`config.mk`:
```
export PLATFORM = sky130hd
export DESIGN_NAME = pipe_hazard_ctrl_flat
export DESIGN_NICKNAME = d
export VERILOG_FILES = /design/src/rtl/pipe_hazard_ctrl_if.sv /design/src/rtl/pipe_hazard_ctrl.sv /design/src/flat_wrapper.sv
export SDC_FILE = /design/constraint.sdc
export NUM_CORES = 1
export LEC_CHECK = 0
export ABC_AREA = 0
export BUFFER_PORTS_ARGS = -buffer_cell sky130_fd_sc_hd__clkbuf_2
export CAP_MARGIN = 15
export CORE_MARGIN = 4
export CORE_UTILIZATION = 25
export CTS_BUF_LIST = sky130_fd_sc_hd__clkbuf_4 sky130_fd_sc_hd__clkbuf_8
export CTS_CLUSTER_DIAMETER = 120
export DETAILED_ROUTE_END_ITERATION = 7
export GPL_TIMING_DRIVEN = 0
export MAX_ROUTING_LAYER = met4
export SYNTH_ARGS = -nofsm -noshare
export SYNTH_HDL_FRONTEND = slang
export SYNTH_SLANG_ARGS = --single-unit
```
`constraint.sdc`:
```
create_clock -name clk -period 2.5 [get_ports clk]
set_clock_uncertainty 0.15 [all_clocks]
set_input_delay 0.375 -clock clk [delete_from_list [all_inputs] [get_ports clk]]
set_output_delay 0.375 -clock clk [all_outputs]
set_load 0.02 [all_outputs]
```
`src/rtl/pipe_hazard_ctrl_if.sv`:
```
// -----------------------------------------------------------------------------
// pipe_hazard_ctrl_if
//
// Bundle between the 5-stage pipeline datapath and its hazard controller.
//
//   Pipeline -> controller (register numbers and stage qualifiers):
//     id_rs, id_rt, id_use_rs, id_use_rt    sources read by the ID instruction
//     ex_rs, ex_rt                          sources of the EX instruction
//     ex_aw, ex_we, ex_load                 EX destination / write / is-load
//     mem_aw, mem_we, mem_load              MEM destination / write / is-load
//     wb_aw, wb_we                          WB destination / write
//     ex_redirect                           branch/jump resolved in EX
//     ex_halt                               halting syscall in EX
//   Controller -> pipeline:
//     pause_if                              hold PC and IF/ID
//     flush_id, flush_ex                    bubble into IF/ID, ID/EX
//     fwd_a, fwd_b                          EX operand bypass selects
//
// Modports: master = pipeline side, slave = hazard controller.
// -----------------------------------------------------------------------------
interface pipe_hazard_ctrl_if;
    logic [4:0] id_rs;
    logic [4:0] id_rt;
    logic       id_use_rs;
    logic       id_use_rt;
    logic [4:0] ex_rs;
    logic [4:0] ex_rt;
    logic [4:0] ex_aw;
    logic       ex_we;
    logic       ex_load;
    logic [4:0] mem_aw;
    logic       mem_we;
    logic       mem_load;
    logic [4:0] wb_aw;
    logic       wb_we;
    logic       ex_redirect;
    logic       ex_halt;
    logic       pause_if;
    logic       flush_id;
    logic       flush_ex;
    logic [1:0] fwd_a;
    logic [1:0] fwd_b;

    modport master (
        output id_rs, id_rt, id_use_rs, id_use_rt,
        output ex_rs, ex_rt, ex_aw, ex_we, ex_load,
        output mem_aw, mem_we, mem_load, wb_aw, wb_we,
        output ex_redirect, ex_halt,
        input  pause_if, flush_id, flush_ex, fwd_a, fwd_b
    );

    modport slave (
        input  id_rs, id_rt, id_use_rs, id_use_rt,
        input  ex_rs, ex_rt, ex_aw, ex_we, ex_load,
        input  mem_aw, mem_we, mem_load, wb_aw, wb_we,
        input  ex_redirect, ex_halt,
        output pause_if, flush_id, flush_ex, fwd_a, fwd_b
    );
endinterface

```
`src/rtl/pipe_hazard_ctrl.sv`:
```
// -----------------------------------------------------------------------------
// pipe_hazard_ctrl
//
// Hazard and sequencing controller for a 5-stage MIPS pipeline. Raises the
// IF pause and the IF/ID, ID/EX bubbles, picks the EX operand bypass source,
// resolves load-use and redirect hazards, and drains the pipeline on a
// halting syscall. Keeps saturating stall/flush event counters.
//
// Parameters:
//   CNT_W         width of stall_cnt / flush_cnt
//   DRAIN_CYCLES  cycles spent draining after a halt is seen in EX
//
// Ports:
//   clk, rst_n    pipeline clock, asynchronous active-low reset
//   hz            pipe_hazard_ctrl_if.slave (stage info in, controls out)
//   halted        pipeline drained (registered); gates the core clock
//   stall_cnt     effective stall cycles in RUN, saturating
//   flush_cnt     effective redirects in RUN, saturating
//
// Build option: define PIPE_HAZARD_FORWARD_EN to enable the operand bypass.
// Without it fwd_a/fwd_b are 00 and the ID instruction stalls while any
// source it reads is still pending in EX, MEM or WB.
// -----------------------------------------------------------------------------
module pipe_hazard_ctrl #(
    parameter int CNT_W        = 16,
    parameter int DRAIN_CYCLES = 3
) (
    input  logic              clk,
    input  logic              rst_n,
    pipe_hazard_ctrl_if.slave hz,
    output logic              halted,
    output logic [CNT_W-1:0]  stall_cnt,
    output logic [CNT_W-1:0]  flush_cnt
);
    localparam int             DW         = (DRAIN_CYCLES > 1) ? $clog2(DRAIN_CYCLES) : 1;
    localparam logic [DW-1:0]  DRAIN_LOAD = DW'(DRAIN_CYCLES - 1);
    localparam logic [DW-1:0]  DRAIN_ONE  = DW'(1);
    localparam logic [CNT_W-1:0] CNT_ONE  = CNT_W'(1);
    localparam logic [CNT_W-1:0] CNT_MAX  = '1;

    typedef enum logic [1:0] {
        ST_RUN,
        ST_DRAIN,
        ST_HALTED
    } state_t;

    state_t        state;
    logic [DW-1:0] drain_cnt;

    // Register 0 is hardwired to zero, so it never creates a dependency.
    function automatic logic reg_hit(logic [4:0] src, logic [4:0] aw, logic we);
        return (src != 5'd0) && we && (src == aw);
    endfunction

    logic       rs_ex;
    logic       rt_ex;
    logic       raw_stall;
    logic [1:0] fwd_a_sel;
    logic [1:0] fwd_b_sel;

    assign rs_ex = hz.id_use_rs && reg_hit(hz.id_rs, hz.ex_aw, hz.ex_we);
    assign rt_ex = hz.id_use_rt && reg_hit(hz.id_rt, hz.ex_aw, hz.ex_we);

`ifdef PIPE_HAZARD_FORWARD_EN
    // MEM is younger than WB, so its value is the current one.
    function automatic logic [1:0] bypass_sel(
        logic [4:0] src,
        logic [4:0] m_aw, logic m_we, logic m_load,
        logic [4:0] w_aw, logic w_we
    );
        if (reg_hit(src, m_aw, m_we))
            return m_load ? 2'b11 : 2'b01;
        else if (reg_hit(src, w_aw, w_we))
            return 2'b10;
        else
            return 2'b00;
    endfunction

    // Only a load in EX cannot be bypassed in time: its data exists in MEM.
    assign raw_stall = hz.ex_load && (rs_ex || rt_ex);
    assign fwd_a_sel = bypass_sel(hz.ex_rs, hz.mem_aw, hz.mem_we, hz.mem_load,
                                  hz.wb_aw, hz.wb_we);
    assign fwd_b_sel = bypass_sel(hz.ex_rt, hz.mem_aw, hz.mem_we, hz.mem_load,
                                  hz.wb_aw, hz.wb_we);
`else
    // No bypass: wait until every producer has written the register file.
    logic rs_late;
    logic rt_late;
    logic unused_fwd_inputs;

    assign rs_late = hz.id_use_rs && (reg_hit(hz.id_rs, hz.mem_aw, hz.mem_we) ||
                                      reg_hit(hz.id_rs, hz.wb_aw, hz.wb_we));
    assign rt_late = hz.id_use_rt && (reg_hit(hz.id_rt, hz.mem_aw, hz.mem_we) ||
                                      reg_hit(hz.id_rt, hz.wb_aw, hz.wb_we));
    assign raw_stall = rs_ex || rt_ex || rs_late || rt_late;
    assign fwd_a_sel = 2'b00;
    assign fwd_b_sel = 2'b00;
    assign unused_fwd_inputs = ^{hz.ex_rs, hz.ex_rt, hz.ex_load, hz.mem_load};
`endif

    // Priority: reset > halt/drain > redirect > stall.
    always_comb begin
        // NOTE: every output gets a default first so no path can infer a latch.
        hz.pause_if = 1'b0;
        hz.flush_id = 1'b0;
        hz.flush_ex = 1'b0;
        hz.fwd_a    = fwd_a_sel;
        hz.fwd_b    = fwd_b_sel;
        if (!rst_n) begin
            hz.flush_id = 1'b1;
            hz.flush_ex = 1'b1;
            hz.fwd_a    = 2'b00;
            hz.fwd_b    = 2'b00;
        end else if (state != ST_RUN || hz.ex_halt) begin
            hz.pause_if = 1'b1;
            hz.flush_id = 1'b1;
            hz.flush_ex = 1'b1;
        end else if (hz.ex_redirect) begin
            hz.flush_id = 1'b1;
            hz.flush_ex = 1'b1;
        end else if (raw_stall) begin
            hz.pause_if = 1'b1;
            hz.flush_ex = 1'b1;
        end
    end

    // NOTE: sequential state uses non-blocking assignments so every register
    // samples pre-edge values regardless of statement order.
    always_ff @(posedge clk or negedge rst_n) begin
        if (!rst_n) begin
            state     <= ST_RUN;
            drain_cnt <= '0;
            halted    <= 1'b0;
            stall_cnt <= '0;
            flush_cnt <= '0;
        end else begin
            case (state)
                ST_RUN: begin
                    if (hz.ex_halt) begin
                        state     <= ST_DRAIN;
                        drain_cnt <= DRAIN_LOAD;
                    end else if (hz.ex_redirect) begin
                        if (flush_cnt != CNT_MAX)
                            flush_cnt <= flush_cnt + CNT_ONE;
                    end else if (raw_stall) begin
                        if (stall_cnt != CNT_MAX)
                            stall_cnt <= stall_cnt + CNT_ONE;
                    end
                end
                ST_DRAIN: begin
                    if (drain_cnt == '0) begin
                        state  <= ST_HALTED;
                        halted <= 1'b1;
                    end else begin
                        drain_cnt <= drain_cnt - DRAIN_ONE;
                    end
                end
                ST_HALTED: begin
                    halted <= 1'b1;
                end
                default: begin
                    state <= ST_RUN;
                end
            endcase
        end
    end
endmodule

```
`src/flat_wrapper.sv`:
```
// flat-port wrapper written by rule: the top's interface ports become plain ports
module pipe_hazard_ctrl_flat 
#(
    parameter int CNT_W        = 16,
    parameter int DRAIN_CYCLES = 3
)
  (clk, rst_n, halted, stall_cnt, flush_cnt, hz_id_rs, hz_id_rt, hz_id_use_rs, hz_id_use_rt, hz_ex_rs, hz_ex_rt, hz_ex_aw, hz_ex_we, hz_ex_load, hz_mem_aw, hz_mem_we, hz_mem_load, hz_wb_aw, hz_wb_we, hz_ex_redirect, hz_ex_halt, hz_pause_if, hz_flush_id, hz_flush_ex, hz_fwd_a, hz_fwd_b);
  pipe_hazard_ctrl_if hz_i ();
  input  logic clk;
  input  logic rst_n;
  output logic halted;
  output logic [CNT_W-1:0] stall_cnt;
  output logic [CNT_W-1:0] flush_cnt;
  input wire logic [$bits(hz_i.id_rs)-1:0] hz_id_rs;
  input wire logic [$bits(hz_i.id_rt)-1:0] hz_id_rt;
  input wire logic [$bits(hz_i.id_use_rs)-1:0] hz_id_use_rs;
  input wire logic [$bits(hz_i.id_use_rt)-1:0] hz_id_use_rt;
  input wire logic [$bits(hz_i.ex_rs)-1:0] hz_ex_rs;
  input wire logic [$bits(hz_i.ex_rt)-1:0] hz_ex_rt;
  input wire logic [$bits(hz_i.ex_aw)-1:0] hz_ex_aw;
  input wire logic [$bits(hz_i.ex_we)-1:0] hz_ex_we;
  input wire logic [$bits(hz_i.ex_load)-1:0] hz_ex_load;
  input wire logic [$bits(hz_i.mem_aw)-1:0] hz_mem_aw;
  input wire logic [$bits(hz_i.mem_we)-1:0] hz_mem_we;
  input wire logic [$bits(hz_i.mem_load)-1:0] hz_mem_load;
  input wire logic [$bits(hz_i.wb_aw)-1:0] hz_wb_aw;
  input wire logic [$bits(hz_i.wb_we)-1:0] hz_wb_we;
  input wire logic [$bits(hz_i.ex_redirect)-1:0] hz_ex_redirect;
  input wire logic [$bits(hz_i.ex_halt)-1:0] hz_ex_halt;
  output wire logic [$bits(hz_i.pause_if)-1:0] hz_pause_if;
  output wire logic [$bits(hz_i.flush_id)-1:0] hz_flush_id;
  output wire logic [$bits(hz_i.flush_ex)-1:0] hz_flush_ex;
  output wire logic [$bits(hz_i.fwd_a)-1:0] hz_fwd_a;
  output wire logic [$bits(hz_i.fwd_b)-1:0] hz_fwd_b;
  assign hz_i.id_rs = hz_id_rs;
  assign hz_i.id_rt = hz_id_rt;
  assign hz_i.id_use_rs = hz_id_use_rs;
  assign hz_i.id_use_rt = hz_id_use_rt;
  assign hz_i.ex_rs = hz_ex_rs;
  assign hz_i.ex_rt = hz_ex_rt;
  assign hz_i.ex_aw = hz_ex_aw;
  assign hz_i.ex_we = hz_ex_we;
  assign hz_i.ex_load = hz_ex_load;
  assign hz_i.mem_aw = hz_mem_aw;
  assign hz_i.mem_we = hz_mem_we;
  assign hz_i.mem_load = hz_mem_load;
  assign hz_i.wb_aw = hz_wb_aw;
  assign hz_i.wb_we = hz_wb_we;
  assign hz_i.ex_redirect = hz_ex_redirect;
  assign hz_i.ex_halt = hz_ex_halt;
  assign hz_pause_if = hz_i.pause_if;
  assign hz_flush_id = hz_i.flush_id;
  assign hz_flush_ex = hz_i.flush_ex;
  assign hz_fwd_a = hz_i.fwd_a;
  assign hz_fwd_b = hz_i.fwd_b;
  pipe_hazard_ctrl #(.CNT_W(CNT_W), .DRAIN_CYCLES(DRAIN_CYCLES)) u_core (.clk(clk), .rst_n(rst_n), .hz(hz_i), .halted(halted), .stall_cnt(stall_cnt), .flush_cnt(flush_cnt));
endmodule
```
**Word level (Yosys, flattened, before mapping)**

Cells that the tools add are included.

- Bits in registers: 37
- Input bits: 46
- Output and inout port bits: 40
- Word-level logic and storage cells: 76

- Add/sub/neg operators: 3
- Eq/ne operators: 13
- Mux-type cells: 18
- Bitwise logic cells: 3
- Reductions and logical operators: 34

Operator list:

| kind | number |
|---|---|
| $add 16x1->16 const B | 2 |
| $ne 16x16->1 const B | 2 |
| $eq 5x5->1 | 6 |
| $logic_and 1x1->1 | 16 |
| $mux 1 | 11 |
| $reduce_bool 5->1 | 2 |
| $mux 2 | 4 |
| $logic_or 1x1->1 | 6 |
| $pmux 2 s3 | 1 |
| $reduce_and 3->1 | 2 |
| $reduce_bool 2->1 | 3 |
| $reduce_and 5->1 | 1 |
| $logic_not 2->1 | 2 |
| $ne 2x2->1 const B | 2 |
| $pmux 2 s2 | 1 |
| $reduce_and 4->1 | 1 |
| $not 1->1 | 3 |
| $eq 2x1->1 const B | 1 |
| $eq 2x2->1 const B | 1 |
| $ne 2x1->1 const B | 1 |
| $pmux 1 s2 | 1 |
| $reduce_and 2->1 | 1 |
| $sub 2x1->2 const B | 1 |

**Logic depth before layout (Yosys ltp)**

- Word-level depth: 11
- Mapped depth: 9
- Depth with buffers taken out: 8

**Worst setup path after synthesis**

OpenSTA, ideal clock, no wires.

- Kind: reg-to-reg
- Start: reg u_core.flush_cnt[3]
- End: reg u_core.flush_cnt[15]
- Setup time: 0.080 ns
- Arrival: 1.975 ns
- Required time: 2.270 ns
- Path slack: 0.295 ns
- Cell stages (with the launch flop): 9
- Buffers on the path: 1
- Period minus slack after synthesis: 2.205 ns
- Cell sequence: dfrtp_1 -> and4_1 -> and3_4 -> and4_4 -> buf_6 -> a41oi_4 -> nand4_4 -> nor2_2 -> xor2_1

- Cells in the longest elaborated chain, start to end: 2
- Elaborated cells on any way between the ends: 3
- Classes of those cells: 1 x add/sub; 1 x eq/ne; 1 x reduce/logical

Ends and longest elaborated chain:

| item | line | source |
|---|---|---|
| start, declared | pipe_hazard_ctrl.sv:33 | `output logic [CNT_W-1:0] flush_cnt` |
| start signal, assigned | pipe_hazard_ctrl.sv:144 | `flush_cnt <= flush_cnt + CNT_ONE;` |
| parallel branches: the longest is 2 deep, another holds $add 16x1->16 | -- |  |

Parallel ways; which one is timed is not known.
A chain may end at the register's enable or synchronous reset.

**Final worst setup path**

- Start: in hz_id_rt[0]
- End: out hz_pause_if

- Cells in the longest elaborated chain, start to end: 11
- Elaborated cells on any way between the ends: 20
- Classes of those cells: 3 x eq/ne; 4 x mux; 13 x reduce/logical

Ends and longest elaborated chain:

| item | line | source |
|---|---|---|
| start, declared | flat_wrapper.sv:15 | `input wire logic [$bits(hz_i.id_rt)-1:0] hz_id_rt;` |
| $reduce_bool 5->1 | pipe_hazard_ctrl.sv:52 | `return (src != 5'd0) && we && (src == aw);` |
| $logic_and 1x1->1 (2 in series) | pipe_hazard_ctrl.sv:52 |  |
| $logic_and 1x1->1 | pipe_hazard_ctrl.sv:62 | `assign rt_ex = hz.id_use_rt && reg_hit(hz.id_rt, hz.ex_aw, hz.ex_we);` |
| $logic_or 1x1->1 (2 in series) | pipe_hazard_ctrl.sv:95 | `assign raw_stall = rs_ex \|\| rt_ex \|\| rs_late \|\| rt_late;` |
| $logic_or 1x1->1 (*) | pipe_hazard_ctrl.sv:95 |  |
| $mux 1 (*) | pipe_hazard_ctrl.sv:121 | `end else if (raw_stall) begin` |
| $mux 1 (*) | pipe_hazard_ctrl.sv:118 | `end else if (hz.ex_redirect) begin` |
| $mux 1 (*) | pipe_hazard_ctrl.sv:114 | `end else if (state != ST_RUN \|\| hz.ex_halt) begin` |
| $mux 1 (*) | pipe_hazard_ctrl.sv:109 | `if (!rst_n) begin` |
| end, declared | flat_wrapper.sv:30 | `output wire logic [$bits(hz_i.pause_if)-1:0] hz_pause_if;` |

Every way passes the cells marked *; elsewhere a longest branch is shown, timed or not.

==> run metrics <==
synthesized instance count 219; combined area of all synthesized cells 2190 sq um; largest net degree at the start of global routing 41; kind of capture point of the worst setup path primary output; wire length of the first global-routing pass 8.49 mm; VDD IR-drop max 199 uV; ratio of cells with drive above 1 in the final layout 0.346; fill count 859; total via count after detailed routing 1,823; die height 102 um; switching power 572 uW; number of max-cap violations 0; placed instance area 2670 sq um; total wire length 5.13 mm; DRC marker count from the first detailed-route iteration 45; area of combinational cells with multiple inputs 1240 sq um; Worst Path Buf+Inv 2; portion of the post-synthesis area used by sequential elements 0.424; clock latency reported for the late side of the worst-skew pair 0.28 ns; Die Span X 102 um; die footprint 10,300 sq um; worst-case setup margin in the final layout 0.0741 ns; cell row count 33; overall overflow remaining after global route 0; post-synthesis sequential element count 37; clock group share of total power 0.252; placement-stage worst setup slack -0.0141 ns; number of buffers added to fix hold violations after cts 0; TritonCTS clock tree done; shortest period the worst path allows 2.43 ns; dpl hpwl 4.00 mm; number of nets with antenna violations after routing 0; I/O pins 86; H-Tree Level Count 2; Layout area overhead 29.3%; via count of the first global-routing pass 1,836; antenna violations before repair 0; flop-to-flop setup slack 0.23 ns; share of total power in combinational logic 0.277; Worst path most repeated cell sky130_fd_sc_hd__o21ai_1; number of cells traversed by the worst register-to-register path 7; placeable core region 8340 sq um; number of enable-type register cells in the synthesized netlist 0; clock edge transition at the registers on the reported setup and hold paths 0.07 ns; proportion of register bits with asynchronous set or reset after synthesis 1.00; type of the tightest min-delay check primary input to async pin; average wire length per cell after detail routing 12.6 um; ordered cell list for the critical path clkbuf_2, or4_1, o21ai_1, a31oi_4, nor2_1, o21ai_1, and2_1, buf_2; Slew Limit Headroom 0.349; Power Dens Cells 578 nW/um^2; slew at the pin with the worst max-slew slack 0.977 ns; upper clock frequency limit 0.412 GHz; worst-path cell with the longest stage delay sky130_fd_sc_hd__or4_1; worst flop-to-flop path startpoint u_core.flush_cnt[3]; total CTS buffers 5; Critical Setup Path Class primary input to primary output; Net Sw Frac 0.350; CTS max path bufs 2; outcome finished clean; data arrival time of the critical path 1.90 ns; TritonCTS sink count 37; total setup violations reported at the end of the flow 0; clk root buf sky130_fd_sc_hd__clkbuf_8; nature of the critical path startpoint primary input; required time of the worst setup path 1.98 ns; Final Hold Fails 0; area used by sequential logic in the layout 926 sq um; total count of max-transition violations in the final report 0; final RePlAce weighted congestion 0.829; endpoint of the lowest-slack register-to-register path u_core.flush_cnt[6]; via/cell ratio 4.49; DRC violation count after routing 0; mean instance size in the synthesized netlist 9.98 sq um; largest delay contributor family on the critical path simple AND/OR/NAND/NOR gates; Most used DFF post-synth sky130_fd_sc_hd__dfrtp_1; maximum fanout count along the critical path 4; cell leakage power 0.00138 uW; Finished Cell Area 2830 sq um; Internal 1060 uW; effective utilization at floorplan 0.262; share of the clock period used by the worst path after layout 0.970; count of antenna diodes in the layout 0; Yosys Warn Count 0; Port Buffers 69; number of distinct library cells after synthesis 37; total iterations of the first detailed-routing run 4; Total Nets Final 349; peak per-stage delay on the critical path 0.53 ns; all-layer global routing usage 0.106; sequential fraction of design power 0.471
power groups by stage:
stage	Combinational (uW)	Clock (uW)	Sequential, uW
6_report	452	411	770
5_1_grt	510	457	785
2_1_floorplan	243	0	815
4_1_cts	449	433	768
3_3_place_gp	438	0	776
3_5_place_dp	446	0	780
how the worst max path moves through the flow:
stage / startpoint / endpoint / depth (start not counted)
after floorplan: u_core.flush_cnt[3] / u_core.flush_cnt[15] / 8
after global placement: hz_id_rt[4] / hz_pause_if / 9
after detailed placement: hz_id_rt[4] / hz_pause_if / 9
after CTS: hz_id_rt[0] / hz_pause_if / 8
after global routing: hz_id_rt[0] / hz_pause_if / 8
final: hz_id_rt[0] / hz_pause_if / 8
per-layer routing:
metal | vias to the layer above | routed length [um] | global-route usage
met1 | 845 | 2270 | 0.129
met3 | 4 | 396 | 0.0351
met2 | 71 | 2430 | 0.166
met4 | 0 | 33 | 0.0327
li1 | 903 | - | -
met5 | - | 0 | -
what timing repair did:
action | CTS | global route
pin swaps | 0 | 5
setup endpoints to repair | 1 | 6
hold endpoints to repair | 0 | 0
buffers inserted | 0 | 2
resized for setup | 1 | 9
Yosys cell counts, types with 2 or more instances:
cell | instances | share of area
sky130_fd_sc_hd__nor2_2 | 6 | 0.017
sky130_fd_sc_hd__o21ai_0 | 3 | 0.0069
sky130_fd_sc_hd__nor3_1 | 6 | 0.014
sky130_fd_sc_hd__nor2_1 | 15 | 0.026
sky130_fd_sc_hd__o21ai_1 | 2 | 0.0046
sky130_fd_sc_hd__a21oi_1 | 2 | 0.0046
sky130_fd_sc_hd__and3_1 | 2 | 0.0057
sky130_fd_sc_hd__ha_1 | 3 | 0.017
sky130_fd_sc_hd__nand4_1 | 4 | 0.011
sky130_fd_sc_hd__nand2_1 | 15 | 0.026
sky130_fd_sc_hd__nand3_1 | 18 | 0.041
sky130_fd_sc_hd__nor4_1 | 7 | 0.020
sky130_fd_sc_hd__a31oi_1 | 2 | 0.0057
sky130_fd_sc_hd__xnor2_1 | 17 | 0.068
sky130_fd_sc_hd__buf_4 | 4 | 0.014
sky130_fd_sc_hd__and2_1 | 2 | 0.0057
sky130_fd_sc_hd__and4_1 | 2 | 0.0080
sky130_fd_sc_hd__xor2_1 | 43 | 0.17
sky130_fd_sc_hd__inv_1 | 9 | 0.015
sky130_fd_sc_hd__mux2_1 | 2 | 0.010
sky130_fd_sc_hd__or4_1 | 3 | 0.010
sky130_fd_sc_hd__dfrtp_1 | 37 | 0.42
cell type report:
cell class	instances	area share
repair buffers	71	0.127
clock buffers	6	0.0270
multi-input cells	170	0.440
flip-flops and latches	37	0.328
clock inverters	2	0.00354
inverters	9	0.0120
well taps	105	0.0465
plain buffers	6	0.0164
flip-flops by register name, indices dropped and copies added, names as in the netlist:
signal	flops
u_core.halted	1
u_core.flush_cnt	16
u_core.drain_cnt	2
u_core.stall_cnt	16
u_core.state	2
kinds of logic after synthesis:
kind of cell | count (synthesis) | share of synthesized area
flip-flops | 37 | 0.424
adder cells (fa/ha/maj) | 3 | 0.0172
AND/OR/NAND/NOR | 86 | 0.215
buffers and inverters | 15 | 0.0366
multiplexers | 3 | 0.0149
XOR/XNOR | 60 | 0.240
AO/OA/AOI/OAI | 14 | 0.0504
other | 1 | 0.00172
cell usage in the layout (no fill, tap or decap), types with 4 or more instances in the layout:
cell                       netlist  routed
sky130_fd_sc_hd__buf_4           4       6
sky130_fd_sc_hd__clkbuf_2        0      68
sky130_fd_sc_hd__clkbuf_8        0       5
sky130_fd_sc_hd__conb_1          1       4
sky130_fd_sc_hd__dfrtp_1        37      37
sky130_fd_sc_hd__inv_1           9       9
sky130_fd_sc_hd__nand2_1        15      15
sky130_fd_sc_hd__nand3_1        18      18
sky130_fd_sc_hd__nand4_1         4       4
sky130_fd_sc_hd__nor2_1         15      14
sky130_fd_sc_hd__nor2_2          6       7
sky130_fd_sc_hd__nor3_1          6       6
sky130_fd_sc_hd__nor4_2          0       4
sky130_fd_sc_hd__xnor2_1        17      17
sky130_fd_sc_hd__xor2_1         43      43
worst register-to-register path, cell delays in order (launching register included):
cell	delay, ns
sky130_fd_sc_hd__dfrtp_1	0.45
sky130_fd_sc_hd__and4_1	0.24
sky130_fd_sc_hd__and3_4	0.20
sky130_fd_sc_hd__and4_4	0.19
sky130_fd_sc_hd__buf_6	0.13
sky130_fd_sc_hd__a31oi_1	0.47
sky130_fd_sc_hd__nand4_1	0.19
sky130_fd_sc_hd__xnor2_1	0.15
stage by stage:
step / setup TNS, ns / hold WS [ns] / power (uW) / std cells / utilization
final: 0 / 0.0903 / 1630 / 406 / 0.339
after detailed placement: -0.0141 / 0.306 / 1230 / 396 / 0.321
after floorplan: 0 / -0.0706 / 1060 / 222 / -
after global routing: -0.00135 / 0.159 / 1750 / 406 / 0.339
after global placement: 0 / 0.301 / 1210 / 396 / 0.321
after CTS: 0 / 0.126 / 1650 / 404 / 0.332
(Power assumes the default switching activity.)
